## src/rtl/cv32e40x_rf_pair_writer.sv

```systemverilog
// rtl/cv32e40x_rf_pair_writer.sv - write-back sequencer for the register file write ports
// Presents 32-bit and 64-bit pair writes one cycle after acceptance, splitting pairs when only one port is usable.
module cv32e40x_rf_pair_writer #(
   parameter int DUAL_WRITE              = 1,
   parameter int REGFILE_NUM_WRITE_PORTS = 2
) (
   input  logic                                     clk,
   input  logic                                     rst,
   input  logic                                     wb_valid_i,
   output logic                                     wb_ready_o,
   input  logic                                     wb_we_i,
   input  logic                                     wb_pair_i,
   input  logic [4:0]                               wb_addr_i,
   input  logic [63:0]                              wb_data_i,
   output logic                                     dualwrite_o,
   output logic [REGFILE_NUM_WRITE_PORTS-1:0][4:0]  waddr_o,
   output logic [REGFILE_NUM_WRITE_PORTS-1:0][31:0] wdata_o,
   output logic [REGFILE_NUM_WRITE_PORTS-1:0]       we_o,
   output logic                                     pend_valid_o,
   output logic [4:0]                               pend_addr_o,
   output logic                                     err_o
);

   typedef enum logic {IDLE = 1'b0, HI = 1'b1} state_e;

   state_e                                     state_q, state_d;
   logic [4:0]                                 hi_addr_q, hi_addr_d;
   logic [31:0]                                hi_data_q, hi_data_d;
   logic                                       dual_q, dual_d;
   logic [REGFILE_NUM_WRITE_PORTS-1:0][4:0]    waddr_q, waddr_d;
   logic [REGFILE_NUM_WRITE_PORTS-1:0][31:0]   wdata_q, wdata_d;
   logic [REGFILE_NUM_WRITE_PORTS-1:0]         we_q, we_d;
   logic                                       pend_valid_q, pend_valid_d;
   logic [4:0]                                 pend_addr_q, pend_addr_d;
   logic                                       err_q, err_d;
   logic                                       accept;

   assign wb_ready_o = !rst && (state_q == IDLE);
   assign accept     = wb_valid_i && wb_ready_o;

   always_comb begin
      state_d      = state_q;
      hi_addr_d    = hi_addr_q;
      hi_data_d    = hi_data_q;
      dual_d       = 1'b0;
      waddr_d      = waddr_q;
      wdata_d      = wdata_q;
      we_d         = '0;
      pend_valid_d = 1'b0;
      pend_addr_d  = pend_addr_q;
      err_d        = 1'b0;
      case (state_q)
         IDLE: begin
            if (accept) begin
               if (wb_pair_i && wb_addr_i[0]) begin
                  err_d = 1'b1;
               end else if (wb_pair_i && (DUAL_WRITE != 0)) begin
                  dual_d     = wb_we_i;
                  waddr_d[0] = wb_addr_i;
                  waddr_d[1] = wb_addr_i ^ 5'd1;
                  wdata_d[0] = wb_data_i[31:0];
                  wdata_d[1] = wb_data_i[63:32];
                  we_d       = {wb_we_i, wb_we_i};
               end else begin
                  waddr_d[0] = wb_addr_i;
                  wdata_d[0] = wb_data_i[31:0];
                  we_d[0]    = wb_we_i;
                  // A non-writing pair retires immediately; only a real pair owes a high half.
                  if (wb_pair_i && wb_we_i) begin
                     state_d      = HI;
                     hi_addr_d    = wb_addr_i ^ 5'd1;
                     hi_data_d    = wb_data_i[63:32];
                     pend_valid_d = 1'b1;
                     pend_addr_d  = wb_addr_i ^ 5'd1;
                  end
               end
            end
         end
         HI: begin
            waddr_d[0] = hi_addr_q;
            wdata_d[0] = hi_data_q;
            we_d[0]    = 1'b1;
            state_d    = IDLE;
         end
         default: state_d = IDLE;
      endcase
      for (int k = 0; k < REGFILE_NUM_WRITE_PORTS; k++) begin
         if (waddr_d[k] == 5'd0) we_d[k] = 1'b0;
      end
   end

   always_ff @(posedge clk) begin
      if (rst) begin
         state_q      <= IDLE;
         hi_addr_q    <= '0;
         hi_data_q    <= '0;
         dual_q       <= 1'b0;
         waddr_q      <= '0;
         wdata_q      <= '0;
         we_q         <= '0;
         pend_valid_q <= 1'b0;
         pend_addr_q  <= '0;
         err_q        <= 1'b0;
      end else begin
         state_q      <= state_d;
         hi_addr_q    <= hi_addr_d;
         hi_data_q    <= hi_data_d;
         dual_q       <= dual_d;
         waddr_q      <= waddr_d;
         wdata_q      <= wdata_d;
         we_q         <= we_d;
         pend_valid_q <= pend_valid_d;
         pend_addr_q  <= pend_addr_d;
         err_q        <= err_d;
      end
   end

   assign dualwrite_o  = dual_q;
   assign waddr_o      = waddr_q;
   assign wdata_o      = wdata_q;
   assign we_o         = we_q;
   assign pend_valid_o = pend_valid_q;
   assign pend_addr_o  = pend_addr_q;
   assign err_o        = err_q;

endmodule

```

## config.mk

```make
export PLATFORM = sky130hd
export DESIGN_NAME = cv32e40x_rf_pair_writer
export DESIGN_NICKNAME = d
export VERILOG_FILES = /design/src/rtl/cv32e40x_rf_pair_writer.sv
export SDC_FILE = /design/constraint.sdc
export NUM_CORES = 1
export LEC_CHECK = 0
export ABC_AREA = 1
export CORE_MARGIN = 2
export CORE_UTILIZATION = 45
export CTS_CLUSTER_SIZE = 8
export DETAILED_ROUTE_END_ITERATION = 7
export PLACE_DENSITY = 0.87
export SYNTH_ARGS = -nofsm -noshare
export SYNTH_HDL_FRONTEND = slang
export SYNTH_SLANG_ARGS = --single-unit
```

## constraint.sdc

```tcl
create_clock -name clk -period 2.7 [get_ports clk]
set_input_delay 0.27 -clock clk [delete_from_list [all_inputs] [get_ports clk]]
set_output_delay 0.27 -clock clk [all_outputs]
set_load 0.01 [all_outputs]
```

==> out/metrics.yaml <==
final_layout:
  areaGrowthSynthToFinish_pct: 52.5
  nets: 737
  n_antenna_cell: 0
  fin_util: 0.714
  instances_no_fill: 784
  n_fill_cell: 649
  drive_gt1_frac: 0.0695
power_and_ir_drop:
  power.internal_mw: 3.25
  p_seq_frac: 0.421
  p_leak_nw: 2.32
  swShare: 0.241
  p_clk_frac: 0.483
  pwr_density_cell_nw_per_um2: 683
  switchingPower_mw: 1.03
  pwr-share-comb: 0.097
  peakVddDrop_mv: 0.449
  fin_total_pwr_mw: 4.27
worst_setup_path:
  endpoint_kind: "output pin"
  rr_worst_depth: 7
  r2r-start: "state_q"
  crit_type: "reg -> out"
  cp.required_ns: 2.43
  critPathLaunchType: "register"
  cp_max_fo: 9
  r2r_slack_ns: 0.80
  r2r_end: "we_o[0]"
  crit_start: "state_q"
  critPathArrivalTime_ns: 1.74
floorplan:
  coreArea_um2: 8760
  die-area_um2: 9900
  die_y_um: 99.5
  dieWidth_um: 99.5
  fp-row-count: 34
  ios: 159
  start_util: 0.468
synth:
  syn_nets: 586
  synth-seq-cells: 116
  ys_top_cells_by_count: "dfxtp_1, nor2_1, nand2_1"
  synth_edf_count: 0
  synth_area_leaders: "dfxtp_1, nor2_1, nand2_1"
  netlist_area_um2: 4100
  ys_seq_area_frac: 0.566
  async_reset_ff_frac: 0
  ys_warn_count: 0
  synth_most_common_cell: "dfxtp_1"
  netlist_instances: 512
  avgSynthCellArea_um2: 8.02
  synth_cell_type_count: 24
  synth_top_area_frac: 0.566
  synthFlopType: "dfxtp_1"
  yosys.area.top_type: "dfxtp_1"
clock_network:
  clock_path_buffers: 2
  hold_buffers: 0
  post_cts_buffers: 0
  clkTransAtPathRegs_ns: 0.06
  cts_resized: 0
  htree_levels: 4
  cts.sinks: 116
  numCtsBuffers: 17
  cts_tree: "done"
  root_buffer: "clkbuf_8"
  insertion_delay_ns: 0.50
global_routing:
  grt_remaining_overflow: 0
  grt_usage: 0.222
  grt_pass1_vias: 3789
  grt_pass1_wl_um: 17500
  antenna_found_initial: 0
  grt_max_degree: 41
sta:
  finalCritPeriodShare: 0.743
  final_max_slew_viol_count: 0
  rsz0062_at_grt: "no"
  relSlewSlack: 0.603
  fmax_mhz: 498
  hold_viol: 0
  fin_tns_setup_ns: 0
  worst_slack_ns: 0.694
  max_slew.worst_pin.slew_ns: 0.594
  worst_clock_skew_ns: 0.00503
  finalCriticalPeriod_ns: 2.01
  setup_violations: 0
drt:
  drtIter0Drc: 99
  drcViolationCount: 0
  num_vias: 3897
  viasPerCell: 4.97
  totalWireLength_um: 10900
  dr.pass1.iters: 4
  wl_per_cell_um: 13.9
  antenna_left: 0
min_path:
  hold_path_end: "hi_data_q[27]"
  whs_path_depth: 2
  min-delay-start: "rst"
  hp-class: "in -> reg"
place:
  finalWeightedCongestion: 0.850
  port_buffers: 158
  hpwl_um: 7750
  placed_cells: 752
  place_ws_ns: 0.752
status:
  status: "completed"
run:
  cap_violations: 0
==> state kept, by name, indices dropped and copies added (netlist names) <==
register and flops:
waddr_o 10, hi_data_q 32, pend_addr_o 5, state_q 1, wdata_o 64, dualwrite_o 1, err_o 1, we_o 2
==> routing by layer <==
layer,vias up,global-route usage,share of wire
met5,-,0,0
met4,0,0.0896,0.013
met3,9,0.0625,0.080
met2,162,0.373,0.48
met1,1786,0.270,0.43
li1,1940,-,-
==> metrics by stage <==
step / instance area [µm²] / hold slack [ns]
floorplan: 4100 / 0.403
global placement: 5700 / 0.410
detailed placement: 5700 / 0.412
CTS: 6260 / 0.0975
global route: 6260 / 0.0966
finish: 6260 / 0.114
==> worst max path at each step <==
stage / cells past startpoint / slack, ns / to
floorplan: 8 / 1.40 / we_o[0]
global placement: 5 / 0.84 / waddr_o[6]
detailed placement: 6 / 0.75 / wdata_o[23]
CTS: 2 / 0.67 / wb_ready_o
global route: 2 / 0.62 / wb_ready_o
finish: 2 / 0.69 / wb_ready_o
==> cell usage in the layout, fill, tap and decap left out <==
| cell type | Yosys | routed |
|---|---|---|
| a21boi_0 | 1 | 1 |
| a21oi_1 | 3 | 3 |
| a31oi_1 | 32 | 32 |
| buf_2 | 8 | 1 |
| buf_4 | 4 | 8 |
| bufinv_16 | 0 | 1 |
| clkbuf_16 | 0 | 16 |
| clkbuf_8 | 0 | 2 |
| clkdlybuf4s50_1 | 0 | 157 |
| clkinv_2 | 0 | 1 |
| clkinv_4 | 0 | 1 |
| clkinvlp_4 | 0 | 8 |
| conb_1 | 1 | 1 |
| dfxtp_1 | 116 | 116 |
| inv_1 | 41 | 41 |
| inv_2 | 1 | 1 |
| inv_6 | 0 | 3 |
| nand2_1 | 85 | 85 |
| nand2_2 | 2 | 2 |
| nand3_1 | 6 | 6 |
| nand3_4 | 1 | 1 |
| nand4_1 | 4 | 4 |
| nand4_4 | 1 | 1 |
| nor2_1 | 115 | 115 |
| nor2_8 | 1 | 1 |
| o211ai_1 | 1 | 1 |
| o21ai_0 | 46 | 46 |
| o21ai_1 | 20 | 20 |
| o21bai_1 | 1 | 1 |
==> area by class of cell <==
cell class / count / area, µm² / area share
flip-flops and latches: 116 / 2320 / 0.371
repair buffers: 166 / 1640 / 0.261
multi-input cells: 320 / 1450 / 0.232
clock buffers: 18 / 428 / 0.0684
inverters: 42 / 158 / 0.0252
well taps: 108 / 135 / 0.0216
clock inverters: 14 / 130 / 0.0208
==> power groups by stage <==
stage          combinational (mW)  clock [mW]  sequential, mW
6_report                    0.414        2.06            1.80
5_1_grt                     0.448        2.19            1.80
4_1_cts                     0.416        2.09            1.80
3_5_place_dp                0.413           0            1.83
3_3_place_gp                0.402           0            1.83
2_1_floorplan               0.149           0            1.85
==> worst max-delay path, stage by stage, from the launching register on <==
cell,delay (ns)
dfxtp_1,0.43
nor2_8,0.24
clkdlybuf4s50_1,0.57
==> kinds of logic after synthesis <==
group,count (synthesis),synth area share
AO/OA/AOI/OAI,104,0.138
buffers and inverters,76,0.0811
flip-flops,116,0.566
other,1,0.000914
AND/OR/NAND/NOR,215,0.214
(Power assumes the default switching activity.)
